## src/rtl/mc_pkg.sv

```systemverilog
// Shared encodings for the multicycle controller: states, opcode/funct
// constants, ALU control codes and datapath select encodings.
package mc_pkg;

   typedef enum logic [3:0] {
      S_FETCH   = 4'd0,
      S_DECODE  = 4'd1,
      S_MEMADR  = 4'd2,
      S_MEMRD   = 4'd3,
      S_MEMWB   = 4'd4,
      S_MEMWR   = 4'd5,
      S_EXEC    = 4'd6,
      S_RTYPEWB = 4'd7,
      S_BEQ     = 4'd8,
      S_ADDIEX  = 4'd9,
      S_ADDIWB  = 4'd10,
      S_JUMP    = 4'd11
   } state_t;

   localparam logic [5:0] OP_RTYPE = 6'h00;
   localparam logic [5:0] OP_J     = 6'h02;
   localparam logic [5:0] OP_BEQ   = 6'h04;
   localparam logic [5:0] OP_ADDI  = 6'h08;
   localparam logic [5:0] OP_LW    = 6'h23;
   localparam logic [5:0] OP_SW    = 6'h2B;

   localparam logic [5:0] FN_ADD = 6'h20;
   localparam logic [5:0] FN_SUB = 6'h22;
   localparam logic [5:0] FN_AND = 6'h24;
   localparam logic [5:0] FN_OR  = 6'h25;
   localparam logic [5:0] FN_SLT = 6'h2A;

   localparam logic [2:0] ALU_AND = 3'd0;
   localparam logic [2:0] ALU_OR  = 3'd1;
   localparam logic [2:0] ALU_ADD = 3'd2;
   localparam logic [2:0] ALU_SUB = 3'd6;
   localparam logic [2:0] ALU_SLT = 3'd7;

   localparam logic [1:0] ALUOP_ADD   = 2'd0;
   localparam logic [1:0] ALUOP_SUB   = 2'd1;
   localparam logic [1:0] ALUOP_FUNCT = 2'd2;

   localparam logic [1:0] SRCB_B      = 2'b00;
   localparam logic [1:0] SRCB_FOUR   = 2'b01;
   localparam logic [1:0] SRCB_IMM    = 2'b10;
   localparam logic [1:0] SRCB_IMM_SH = 2'b11;

   localparam logic [1:0] PCSRC_ALU    = 2'b00;
   localparam logic [1:0] PCSRC_ALUOUT = 2'b01;
   localparam logic [1:0] PCSRC_JUMP   = 2'b10;

endpackage

```

## src/rtl/alu_dec.sv

```systemverilog
// ALU control decoder: fixed ADD/SUB or funct-driven operation select,
// plus a flag telling whether the funct code is one we support.
module alu_dec
   import mc_pkg::*;
(
   input  logic [1:0] alu_op,
   input  logic [5:0] funct,
   output logic [2:0] alu_ctl,
   output logic       funct_valid
);

   logic [2:0] funct_ctl;

   always_comb begin
      funct_ctl   = ALU_ADD;
      funct_valid = 1'b1;
      case (funct)
         FN_ADD:  funct_ctl = ALU_ADD;
         FN_SUB:  funct_ctl = ALU_SUB;
         FN_AND:  funct_ctl = ALU_AND;
         FN_OR:   funct_ctl = ALU_OR;
         FN_SLT:  funct_ctl = ALU_SLT;
         default: begin
            funct_ctl   = ALU_ADD;
            funct_valid = 1'b0;
         end
      endcase
   end

   always_comb begin
      case (alu_op)
         ALUOP_SUB:   alu_ctl = ALU_SUB;
         ALUOP_FUNCT: alu_ctl = funct_ctl;
         default:     alu_ctl = ALU_ADD;
      endcase
   end

endmodule

```

## src/rtl/mc_ctrl.sv

```systemverilog
// Multicycle processor control FSM (Moore, one cycle per state).
//   state   | meaning
//   FETCH   | read instruction, load IR, PC <= PC + 4
//   DECODE  | compute branch target, dispatch on Op
//   MEMADR  | compute load/store address
//   MEMRD   | read data memory
//   MEMWB   | write loaded data to rt
//   MEMWR   | write data memory
//   EXEC    | R-type ALU operation
//   RTYPEWB | write ALU result to rd
//   BEQ     | compare, load PC from branch target if Zero
//   ADDIEX  | add immediate
//   ADDIWB  | write ALU result to rt
//   JUMP    | load PC from jump target
module mc_ctrl
   import mc_pkg::*;
(
   input  logic       clk,
   input  logic       rst,
   input  logic [5:0] Op,
   input  logic [5:0] Funct,
   input  logic       Zero,
   output logic       PCWrite,
   output logic       IorD,
   output logic       MemRead,
   output logic       MemWrite,
   output logic       IRWrite,
   output logic       RegDst,
   output logic       MemtoReg,
   output logic       RegWrite,
   output logic       ALUSrcA,
   output logic [1:0] ALUSrcB,
   output logic [1:0] PCSource,
   output logic [2:0] ALUCtl,
   output logic [3:0] State
);

   state_t     state;
   state_t     state_nx;
   logic [1:0] alu_op;
   logic       alu_en;
   logic [2:0] dec_ctl;
   logic       funct_valid;

   alu_dec u_alu_dec (
      .alu_op      (alu_op),
      .funct       (Funct),
      .alu_ctl     (dec_ctl),
      .funct_valid (funct_valid)
   );

   always_ff @(posedge clk) begin
      if (rst) state <= S_FETCH;
      else     state <= state_nx;
   end

   always_comb begin
      state_nx = S_FETCH;
      case (state)
         S_FETCH:  state_nx = S_DECODE;
         S_DECODE: begin
            case (Op)
               OP_LW, OP_SW: state_nx = S_MEMADR;
               OP_RTYPE:     state_nx = S_EXEC;
               OP_BEQ:       state_nx = S_BEQ;
               OP_ADDI:      state_nx = S_ADDIEX;
               OP_J:         state_nx = S_JUMP;
               default:      state_nx = S_FETCH;
            endcase
         end
         S_MEMADR: state_nx = (Op == OP_LW) ? S_MEMRD : S_MEMWR;
         S_MEMRD:  state_nx = S_MEMWB;
         S_EXEC:   state_nx = S_RTYPEWB;
         S_ADDIEX: state_nx = S_ADDIWB;
         default:  state_nx = S_FETCH;
      endcase
   end

   always_comb begin
      PCWrite  = 1'b0;
      IorD     = 1'b0;
      MemRead  = 1'b0;
      MemWrite = 1'b0;
      IRWrite  = 1'b0;
      RegDst   = 1'b0;
      MemtoReg = 1'b0;
      RegWrite = 1'b0;
      ALUSrcA  = 1'b0;
      ALUSrcB  = SRCB_B;
      PCSource = PCSRC_ALU;
      alu_op   = ALUOP_ADD;
      alu_en   = 1'b0;
      case (state)
         S_FETCH: begin
            MemRead = 1'b1;
            IRWrite = 1'b1;
            ALUSrcB = SRCB_FOUR;
            alu_en  = 1'b1;
            PCWrite = 1'b1;
         end
         S_DECODE: begin
            ALUSrcB = SRCB_IMM_SH;
            alu_en  = 1'b1;
         end
         S_MEMADR, S_ADDIEX: begin
            ALUSrcA = 1'b1;
            ALUSrcB = SRCB_IMM;
            alu_en  = 1'b1;
         end
         S_MEMRD: begin
            IorD    = 1'b1;
            MemRead = 1'b1;
         end
         S_MEMWB: begin
            MemtoReg = 1'b1;
            RegWrite = 1'b1;
         end
         S_MEMWR: begin
            IorD     = 1'b1;
            MemWrite = 1'b1;
         end
         S_EXEC: begin
            ALUSrcA = 1'b1;
            alu_op  = ALUOP_FUNCT;
            alu_en  = 1'b1;
         end
         S_RTYPEWB: begin
            RegDst   = 1'b1;
            RegWrite = funct_valid;
         end
         S_BEQ: begin
            ALUSrcA  = 1'b1;
            alu_op   = ALUOP_SUB;
            alu_en   = 1'b1;
            PCSource = PCSRC_ALUOUT;
            PCWrite  = Zero;
         end
         S_ADDIWB: RegWrite = 1'b1;
         S_JUMP: begin
            PCSource = PCSRC_JUMP;
            PCWrite  = 1'b1;
         end
         default: ;
      endcase
      ALUCtl = alu_en ? dec_ctl : 3'd0;
      // Reset kills every strobe immediately so an abandoned store never writes.
      if (rst) begin
         PCWrite  = 1'b0;
         IorD     = 1'b0;
         MemRead  = 1'b0;
         MemWrite = 1'b0;
         IRWrite  = 1'b0;
         RegDst   = 1'b0;
         MemtoReg = 1'b0;
         RegWrite = 1'b0;
         ALUSrcA  = 1'b0;
         ALUSrcB  = 2'b00;
         PCSource = 2'b00;
         ALUCtl   = 3'd0;
      end
   end

   assign State = state;

endmodule

```

## config.mk

```make
export PLATFORM = sky130hd
export DESIGN_NAME = mc_ctrl
export DESIGN_NICKNAME = d
export VERILOG_FILES = /design/src/rtl/mc_pkg.sv /design/src/rtl/alu_dec.sv /design/src/rtl/mc_ctrl.sv
export SDC_FILE = /design/constraint.sdc
export NUM_CORES = 1
export LEC_CHECK = 0
export CAP_MARGIN = 15
export CORE_AREA = 2 2 44 46
export CTS_CLUSTER_SIZE = 16
export DETAILED_ROUTE_END_ITERATION = 8
export DIE_AREA = 0 0 46 48
export PLACE_DENSITY = 0.78
export SYNTH_ARGS = -nofsm -noshare
export SYNTH_HDL_FRONTEND = slang
export SYNTH_SLANG_ARGS = --single-unit
export TNS_END_PERCENT = 1
```

## constraint.sdc

```tcl
create_clock -name clk -period 5.7 [get_ports clk]
set_input_delay 0.855 -clock clk [delete_from_list [all_inputs] [get_ports clk]]
set_output_delay 0.855 -clock clk [all_outputs]
set_load 0.005 [all_outputs]
```

Word level (Yosys, flattened, before mapping)
Cells that the tools add are included. W data, S select, Z words.

Memories kept: 0. Memory bits (writable): 0. Bits in registers: 4. Input bits: 15. Bits in latches: 0. Word-level logic and storage cells: 67. Output and inout port bits: 20. Bits in read-only memories: 0.

Magnitude comparators: 0. Div/mod/pow operators: 0. Reductions and logical operators: 11. Mux-type cells: 32. Equal/unequal tests: 23. Add/sub/neg operators: 0. Bitwise logic cells: 0. Shift-type cells: 0. Multiply operators: 0.

Operators with widths (count): $eq A6 B6 Y1 const B (7); $pmux W4 S6 (1); $pmux W4 S5 (1); $mux W1 (18); $eq A4 B3 Y1 const B (4); $eq A4 B4 Y1 const B (4); $pmux W3 S4 (1); $reduce_or A2 Y1 (6); $mux W3 (3); $eq A4 B2 Y1 const B (2); $pmux W2 S2 (2); $eq A6 B2 Y1 const B (1); $eq A6 B3 Y1 const B (1); $eq A6 B4 Y1 const B (1); $logic_not A6 Y1 (1); $pmux W2 S3 (1); $pmux W3 S2 (1); $reduce_or A6 Y1 (1); $reduce_or A5 Y1 (1); $eq A4 B1 Y1 const B (1); $logic_not A4 Y1 (1); $mux W2 (2); $pmux W1 S2 (2); $reduce_or A4 Y1 (1); 2 further kinds (2).

Longest topological paths before layout
Depth in word-level cells: 6. Gate-level depth with buffers: 7. Gate-level depth less buffers: 6.

Hierarchy
Synthesis repeated with hierarchy kept, for this count alone.

Cells, all modules: 95. Area, all modules: 669.4 µm².

Modules (own cells, without submodules): mc_ctrl (area each 501.7 µm², sequential area each 80.1 µm², times used 1, cells an instance 77); alu_dec (area each 167.7 µm², sequential area each 0.0 µm², times used 1, cells an instance 18).

Least setup slack after synthesis
No wires, ideal clock.

Path kind: register to output. Start point: register state[3], in the netlist State[3]. End point: output port ALUCtl[0]. Path slack: 3107 ps. Data required time: 4845 ps. Data arrival time: 1738 ps. Cell stages (with the launch flop): 7. Cell sequence: dfxtp_1 buf_4 inv_1 or4_1 ha_1 o211ai_1 nor3_1.

Longest elaborated chain between the ends: 6.

RTL lines: start: declaration (RTL line mc_ctrl.sv:38) `state_t state;`; start signal: assignment (RTL line mc_ctrl.sv:54) `else state <= state_nx;`; $eq A4 B4 Y1 or $eq A4 B3 Y1 (tied branches) (RTL line mc_ctrl.sv:93) `case (state)`; $pmux W2 S2 (RTL line mc_ctrl.sv:93); $eq A2 B2 Y1 or $eq A2 B1 Y1 (tied branches) (RTL line alu_dec.sv:31) `case (alu_op)`; $pmux W3 S2 (RTL line alu_dec.sv:31); $mux W3 * (RTL line mc_ctrl.sv:145) `ALUCtl = alu_en ? dec_ctl : 3'd0;`; $mux W3 * (RTL line mc_ctrl.sv:147) `if (rst) begin`; end: declaration (RTL line mc_ctrl.sv:34) `output logic [2:0] ALUCtl,`.

Every way passes the cells marked *; elsewhere a longest branch is shown, timed or not.

Final worst setup path
Start point: register state[3], in the netlist State[3]. End point: output port ALUCtl[1].

The elaborated chain is that of the path after synthesis.

==> qor.txt <==
WL met2 - 967 um
vias - 834
Initial Utilization - 38.44%
Final Hold Vio Count - 0
total negative setup slack - 0 ns
RD Place Congestion - 0.8295
drt first pass iters - 4
maximum clock frequency - 279.0 MHz
most frequent cells in the layout - clkdlybuf4s50_1, nor2_1, nor3_1
met3 wire length - 85 um
HP Class - register to register
Pleak - 0.3347 nW
Ports - 35
area grow syn2layout - 52.99%
required time of the worst setup path - 4.85 ns
Synth Net Count - 115
Die X - 46 um
Metal-1 WL - 797 um
Post-Route Skew - 0.008604 ns
critical path class - register to output pin
CTS resizes - 0
Cell variety after synth - 36
Post-Synthesis Cells - 97
nets - 148
CP Launch Type - register
Clk pin slew, worst setup/hold paths - 0.04 ns
commonest non-fill, non-tap cell in the layout - clkdlybuf4s50_1
power per cell area - 105.5 nW/um2
Root Driver - clkbuf_4
RSZ-0062 raised after global routing - false
final worst-path cycle share - 62.88%
top fanout value on the critical path - 12
number of antenna violations at the first check in global routing - 0
sequential element share of the synthesized area - 12.33%
min cycle time layout - 3.584 ns
area of the multi-input gates - 503.0 um2
Iter 0 DRT Violations - 23
IO Port Bufs - 34
clk sinks - 4
Max-cap violations - 0
Max Transition Viols Final - 0
die area - 2208 um2
DPL Wire Length - 1.464 mm
# rows - 15
Setup Fix Bufs, Post-CTS - 0
number of global-route vias before repair - 678
dpl cell area - 970.9 um2
Reg area - 80.08 um2
Die Ht - 48 um
worst-case vdd ir drop - 0.09505 mV
mean routed wirelength per cell - 12.88 um
Mapped Area - 649.4 um2
TritonCTS clock tree - built
clk buf depth - 2
Finished Core Util - 58.81%
DRC viols - 0
pin count of the biggest net entering global routing - 20
Max Used Layer - met4
flops & latches, synth - 4
Setup violations, final - 0
Design Area, Final - 993.5 um2
CTS H-tree depth - 1
Skew-Pair Late Insertion Delay - 0.24 ns
GRT Util Overall - 17.29%
core area - 1689 um2
cts bufs inserted - 3
Yosys Warn Count - 0
Layout fillers - 174
GRT overflow - 0
Avg Inst Size Synth - 6.695 um2
worst-margin pin slew - 0.5776 ns
Crit. End Element - output pin
EDFF count, synth - 0
layout cells sized above 1 - 3.906%
Crit path arrival time - 2.73 ns
vias per inst - 5.752
Synth Flop Type - dfxtp_1
status - finished clean
ys async rst share - 0%
max reg flops - 4
first-pass GRT wire length - 2.801 mm
antenna fix cells - 0
Slew HR - 61.44%
Hold Buf Count CTS - 0
Routed WL - 1.868 mm
Routed Antenna Nets - 0
## path summary, 6_finish.rpt
check / startpoint / endpoint / slack (ns) / depth (start not counted)
setup reg to reg: State[1] / State[1] / 4.21 / 4
setup / recovery: State[3] / ALUCtl[1] / 2.12 / 7
hold reg to reg: State[3] / State[0] / 0.69 / 1
hold / removal: State[3] / State[0] / 0.69 / 1
## where the power goes
| part | switching [mW] | internal (mW) | leakage, nW | total, mW |
|---|---|---|---|---|
| Sequential | 0.00232 | 0.0289 | 0.0326 | 0.0312 |
| Clock | 0.0127 | 0.0236 | 0.0138 | 0.0363 |
| Combinational | 0.0161 | 0.0212 | 0.288 | 0.0373 |
| Total | 0.0311 | 0.0737 | 0.335 | 0.105 |
## logic make-up after synthesis
family,synth area share (%)
xor+xnor,4.047
fa+ha+maj,5.781
simple gates,37.96
compound gates,28.13
flops,12.33
mux,1.541
buf+inv,10.21
## Yosys cell counts, types with 3 or more instances
cell	n	area share, %
nand2_1	5	2.9
nor4_1	4	3.9
a21oi_1	5	3.9
inv_1	7	4.0
o211ai_1	3	3.5
nand2b_1	4	3.9
o21ai_0	3	2.3
ha_1	3	5.8
clkbuf_1	3	1.7
dfxtp_1	4	12
nand3_1	5	3.9
nor2_1	10	5.8
nor3_1	9	6.9
## stage by stage
step	worst slack (ns)	power, mW	cells	hold slack [ns]
2_1_floorplan	3.107	0.04596	97	0.5591
4_1_cts	2.091	0.1065	145	0.6870
3_3_place_gp	2.180	0.06816	142	0.6896
6_report	2.116	0.1048	145	0.6871
3_5_place_dp	2.129	0.06887	142	0.6977
5_1_grt	1.947	0.1106	145	0.7355
## layer usage
metal | GRT usage [%] | up-vias
met5 | 0 | -
met4 | 5.143 | 0
met3 | 1.509 | 2
li1 | - | 434
met2 | 33.89 | 24
met1 | 19.56 | 374
## cell type report
cell class / instances / share of cell area [%]
sequential: 4 / 8.060
clock buffer: 3 / 2.267
tap: 17 / 2.141
multi-input combinational: 80 / 50.63
inverter: 7 / 2.645
timing repair buffer: 34 / 34.26
## critical path, stage by stage (launching register included)
cell and delay [ns]:
dfxtp_1 0.54, inv_1 0.22, or4_1 0.58, inv_1 0.08
ha_1 0.14, a31oi_1 0.05, a311oi_1 0.31, clkdlybuf4s50_1 0.56
(Power assumes the default switching activity.)
